--- src/rtl/uart_pkg.sv ---
// Shared UART types: byte type, transmit-feeder launch states and default FIFO depth.
package uart_pkg;

    typedef logic [7:0] uart_byte_t;

    typedef enum logic [1:0] {
        IDLE,
        LOAD,
        GUARD,
        BUSY
    } tx_feed_state_e;

    localparam int UART_TX_FIFO_DEPTH = 16;

endpackage

--- src/rtl/uart_sync_fifo.sv ---
// Single-clock circular-buffer FIFO with registered full/empty/level flags and a
// one-cycle overflow pulse for dropped writes. Shared by the UART TX and RX sides.
module uart_sync_fifo
    import uart_pkg::*;
#(
    parameter int DEPTH = UART_TX_FIFO_DEPTH,
    parameter int AW    = $clog2(DEPTH)
) (
    input  logic          clk,
    input  logic          reset,
    input  logic          wr_en,
    input  logic [7:0]    wr_data,
    input  logic          rd_en,
    output logic [7:0]    rd_data,
    output logic          full,
    output logic          empty,
    output logic [AW:0]   level,
    output logic          overflow
);

    localparam logic [AW:0] FULL_CNT = (AW+1)'(DEPTH);

    uart_byte_t    mem [DEPTH];
    logic [AW-1:0] wr_ptr;
    logic [AW-1:0] rd_ptr;
    logic [AW:0]   count;
    logic [AW:0]   count_nxt;
    logic          wr_ok;
    logic          rd_ok;

    // A write while full is dropped even if a pop frees a slot this same cycle.
    assign wr_ok   = wr_en && !full;
    assign rd_ok   = rd_en && !empty;
    assign rd_data = mem[rd_ptr];
    assign level   = count;

    always_comb begin
        count_nxt = count;
        case ({wr_ok, rd_ok})
            2'b10:   count_nxt = count + 1'b1;
            2'b01:   count_nxt = count - 1'b1;
            default: count_nxt = count;
        endcase
    end

    always_ff @(posedge clk or posedge reset) begin
        if (reset) begin
            wr_ptr   <= '0;
            rd_ptr   <= '0;
            count    <= '0;
            full     <= 1'b0;
            empty    <= 1'b1;
            overflow <= 1'b0;
        end else begin
            if (wr_ok) wr_ptr <= wr_ptr + 1'b1;
            if (rd_ok) rd_ptr <= rd_ptr + 1'b1;
            count    <= count_nxt;
            full     <= (count_nxt == FULL_CNT);
            empty    <= (count_nxt == '0);
            overflow <= wr_en && full;
        end
    end

    always_ff @(posedge clk) begin
        if (wr_ok) mem[wr_ptr] <= wr_data;
    end

endmodule

--- src/rtl/uart_tx_feeder.sv ---
// Buffers host bytes and launches them into the UART transmitter one frame at a time,
// only when the transmitter reports idle.
//
//   state | meaning
//   IDLE  | waiting for tx_go, a buffered byte and an idle transmitter
//   LOAD  | ld_tx_data high for this single cycle, tx_data valid
//   GUARD | tx_empty ignored while the UART registers the load
//   BUSY  | frame in flight, waiting for tx_empty
module uart_tx_feeder
    import uart_pkg::*;
#(
    parameter int DEPTH = UART_TX_FIFO_DEPTH,
    parameter int AW    = $clog2(DEPTH)
) (
    input  logic          txclk,
    input  logic          reset,
    input  logic          wr_en,
    input  logic [7:0]    wr_data,
    input  logic          tx_go,
    output logic          full,
    output logic          fifo_empty,
    output logic [AW:0]   level,
    output logic          overflow,
    output logic          ld_tx_data,
    output logic [7:0]    tx_data,
    input  logic          tx_empty
);

    tx_feed_state_e state;
    tx_feed_state_e state_nxt;
    logic           launch;
    uart_byte_t     rd_data;

    uart_sync_fifo #(
        .DEPTH (DEPTH),
        .AW    (AW)
    ) u_fifo (
        .clk      (txclk),
        .reset    (reset),
        .wr_en    (wr_en),
        .wr_data  (wr_data),
        .rd_en    (launch),
        .rd_data  (rd_data),
        .full     (full),
        .empty    (fifo_empty),
        .level    (level),
        .overflow (overflow)
    );

    always_comb begin
        state_nxt = state;
        launch    = 1'b0;
        case (state)
            IDLE: begin
                if (tx_go && !fifo_empty && tx_empty) begin
                    state_nxt = LOAD;
                    launch    = 1'b1;
                end
            end
            LOAD:    state_nxt = GUARD;
            GUARD:   state_nxt = BUSY;
            BUSY:    if (tx_empty) state_nxt = IDLE;
            default: state_nxt = IDLE;
        endcase
    end

    // Load strobe comes straight from a flop so the UART never sees a decode glitch.
    always_ff @(posedge txclk or posedge reset) begin
        if (reset) begin
            state      <= IDLE;
            ld_tx_data <= 1'b0;
            tx_data    <= 8'h00;
        end else begin
            state      <= state_nxt;
            ld_tx_data <= (state_nxt == LOAD);
            if (launch) tx_data <= rd_data;
        end
    end

endmodule

--- config.mk ---
export PLATFORM = sky130hd
export DESIGN_NAME = uart_tx_feeder
export DESIGN_NICKNAME = d
export VERILOG_FILES = /design/src/rtl/uart_pkg.sv /design/src/rtl/uart_sync_fifo.sv /design/src/rtl/uart_tx_feeder.sv
export SDC_FILE = /design/constraint.sdc
export NUM_CORES = 1
export LEC_CHECK = 0
export CAP_MARGIN = 40
export CORE_UTILIZATION = 60
export CTS_CLUSTER_SIZE = 12
export DETAILED_ROUTE_END_ITERATION = 8
export PLACE_DENSITY = 0.8
export SLEW_MARGIN = 5
export SYNTH_ARGS = -nofsm -noshare
export SYNTH_HDL_FRONTEND = slang
export SYNTH_SLANG_ARGS = --single-unit
--- constraint.sdc ---
create_clock -name txclk -period 2.9 [get_ports txclk]
set_clock_uncertainty 0.05 [all_clocks]
set_input_delay 0.29 -clock txclk [delete_from_list [all_inputs] [get_ports txclk]]
set_output_delay 0.29 -clock txclk [all_outputs]
set_load 0.005 [all_outputs]
==> impl_metrics.tcl <==
set metrics [dict create \
    status "finished clean" \
    critPathLaunchType "flip-flop" \
    post_cts_buffers 0 \
    die_area_um2 11000 \
    avgRoutedWirePerCell_um 22.2 \
    ys_warn_count 0 \
    num_antenna_cells 0 \
    rows 37 \
    leakage_uw 0.00260 \
    drt.antenna.violating_nets 0 \
    end_kind "flip-flop" \
    grtUsageTotal_pct 23.8 \
    antenna_found_initial 0 \
    vias_per_cell 6.06 \
    dr.pass1.iters 5 \
    yosysSeqAreaShare_pct 71.1 \
    fmax_mhz 408 \
    p_per_area_nw_per_um2 889 \
    die_w_um 105 \
    cp.required_ns 3.27 \
    grt_max_degree 35 \
    drive_gt1_share_pct 21.8 \
    setup_violations 0 \
    hold_class "in -> async" \
    ys.flop_type "edfxtp_1" \
    layout_commonest_cell "edfxtp_1" \
    maxCapViolations 0 \
    area_delta_synth_final_pct 16.9 \
    cts_tree "done" \
    slew_viol_final 0 \
    r2r_setup_slack_ns 0.45 \
    vias 3247 \
    place_congestion 0.795 \
    numPortBuffers 29 \
    dpl.cell_count 504 \
    async_reset_ff_share_pct 17.4 \
    cts_buffer_depth 2 \
    crit_fanout 10 \
    crit_type "reg -> reg" \
    tns_ns 0 \
    ys_types 48 \
    die_y_um 105 \
    slew_headroom_pct 42.4 \
    synth-seq-cells 155 \
    grt_first_pass_wirelength_um 18500 \
    h-tree-depth 4 \
    syn_avg_cell_area_um2 19.1 \
    cp.arrival_ns 2.82 \
    top_level_ports 30 \
    path_clk_slew_ns 0.07 \
    coreArea_um2 10300 \
    worstMarginPinSlew_ns 0.864 \
    initial_core_util_pct 61.6 \
    synth_nets 353 \
    rsz0062_at_grt "false" \
    drtIter0Drc 222 \
    vdd_ir_drop_max_uv 562 \
    fin_crit_sh_pct 84.5 \
    dp_hpwl_um 7510 \
    netlist_area_um2 6360 \
    nets 407 \
    synth-edff-count 128 \
    cts_sinks 155 \
    layout_min_cycle_time_ns 2.45 \
    ctsResizeCount 0 \
    fin_cells 536 \
    final_cell_mix "edfxtp_1 (128), clkdlybuf4s50_1 (29), dfrtp_1 (25)" \
    route.detailed.drc 0 \
    finalHoldViolCount 0 \
    cts-root-buf "clkbuf_8" \
    first_global_vias 3306 \
    hold_buffers 0 \
    numCtsBuffers 17 \
    grt-ovfl-total 0 \
    routed_wl_um 11900 \
    insertion_delay_ns 0.51 \
    syn_inst 333 \
]
## area by class of cell
type / count / area (um2)
Tap cell: 136 / 170
Sequential cell: 155 / 4520
Clock inverter: 13 / 139
Inverter: 6 / 22.5
Clock buffer: 19 / 422
Timing Repair Buffer: 52 / 475
Multi-Input combinational cell: 155 / 1680
Fill cell: 612 / 2890
## synthesized netlist by cell type, drive strengths merged (2+ instances only)
library cell / instances / share of area, %
or3b: 2 / 0.28
nand3: 2 / 0.35
edfxtp: 128 / 60
ha: 7 / 1.4
a21o: 9 / 1.1
nand2b: 4 / 0.39
nor3b: 2 / 0.24
nor2b: 2 / 0.20
a21oi: 3 / 0.24
nand4: 2 / 0.20
nor2: 18 / 1.1
nor3: 5 / 0.39
mux2i: 17 / 2.7
xnor2: 10 / 1.7
nand2: 12 / 0.71
o21ai: 4 / 0.31
and3: 2 / 0.20
o22ai: 8 / 0.79
dfrtp: 26 / 10
clkbuf: 2 / 0.12
mux4: 32 / 12
buf: 15 / 2.0
inv: 6 / 0.35
## flip-flops by register name, summed over array words and instances (netlist names)
signal / cells
u_fifo.empty: 1
u_fifo.overflow: 1
u_fifo.level: 5
u_fifo.full: 1
u_fifo.rd_ptr: 4
state: 2
ld_tx_data: 1
u_fifo.mem: 128
tx_data: 8
u_fifo.wr_ptr: 4
## layer usage
layer | up-vias | routed length, um | GRT usage (%)
met1 | 1646 | 4640 | 30.9
met4 | 0 | 197 | 8.65
met5 | - | 0 | 0
met3 | 14 | 860 | 6.36
li1 | 1436 | - | -
met2 | 151 | 6200 | 39.1
## cells by family (layout without fill, tap and decap cells)
logic type | Yosys count | after routing | synth area share (%)
simple gates | 59 | 59 | 5.33
xor+xnor | 10 | 10 | 1.67
mux | 50 | 50 | 14.8
fa+ha+maj | 7 | 7 | 1.38
flops | 155 | 155 | 71.1
buf+inv | 23 | 90 | 2.46
compound gates | 29 | 29 | 3.32
## metrics by stage
stage | utilization [%] | setup slack [ns] | cell area (um2) | hold slack (ns) | total power (uW)
2_1_floorplan | - | 0.661 | 6360 | 0.292 | 4100
3_3_place_gp | 66.6 | 0.301 | 6870 | 0.411 | 4520
3_5_place_dp | 66.6 | 0.204 | 6870 | 0.417 | 4600
4_1_cts | 72.0 | 0.462 | 7430 | 0.100 | 6650
5_1_grt | 72.0 | 0.289 | 7430 | 0.121 | 6870
6_report | 72.0 | 0.449 | 7430 | 0.0843 | 6610
## path summary, 6_finish.rpt
kind                       cells past startpoint                to          from
setup reg to reg                               9       u_fifo.full  u_fifo.empty
hold / removal                                 2   u_fifo.level[4]         reset
min in group txclk                             2   u_fifo.overflow         wr_en
max in group asynchronous                      3  u_fifo.rd_ptr[0]         reset
setup / recovery                               9       u_fifo.full  u_fifo.empty
hold reg to reg                                1        tx_data[5]    tx_data[5]
## where the power goes
group          internal (uW)  switching, uW  total [uW]
clock                   1160            883        2050
combinational            829            696        1530
sequential              2750            292        3040
total                   4740           1870        6610
## critical path, cell delays in order (launching register included)
cell      delay, ns
dfstp_2        0.54
and3b_2        0.24
nand2_1        0.10
inv_2          0.06
ha_1           0.47
nor2_1         0.11
and3_1         0.19
o21ai_1        0.16
o211ai_2       0.16
nor4b_4        0.28
(Power assumes the default switching activity.)
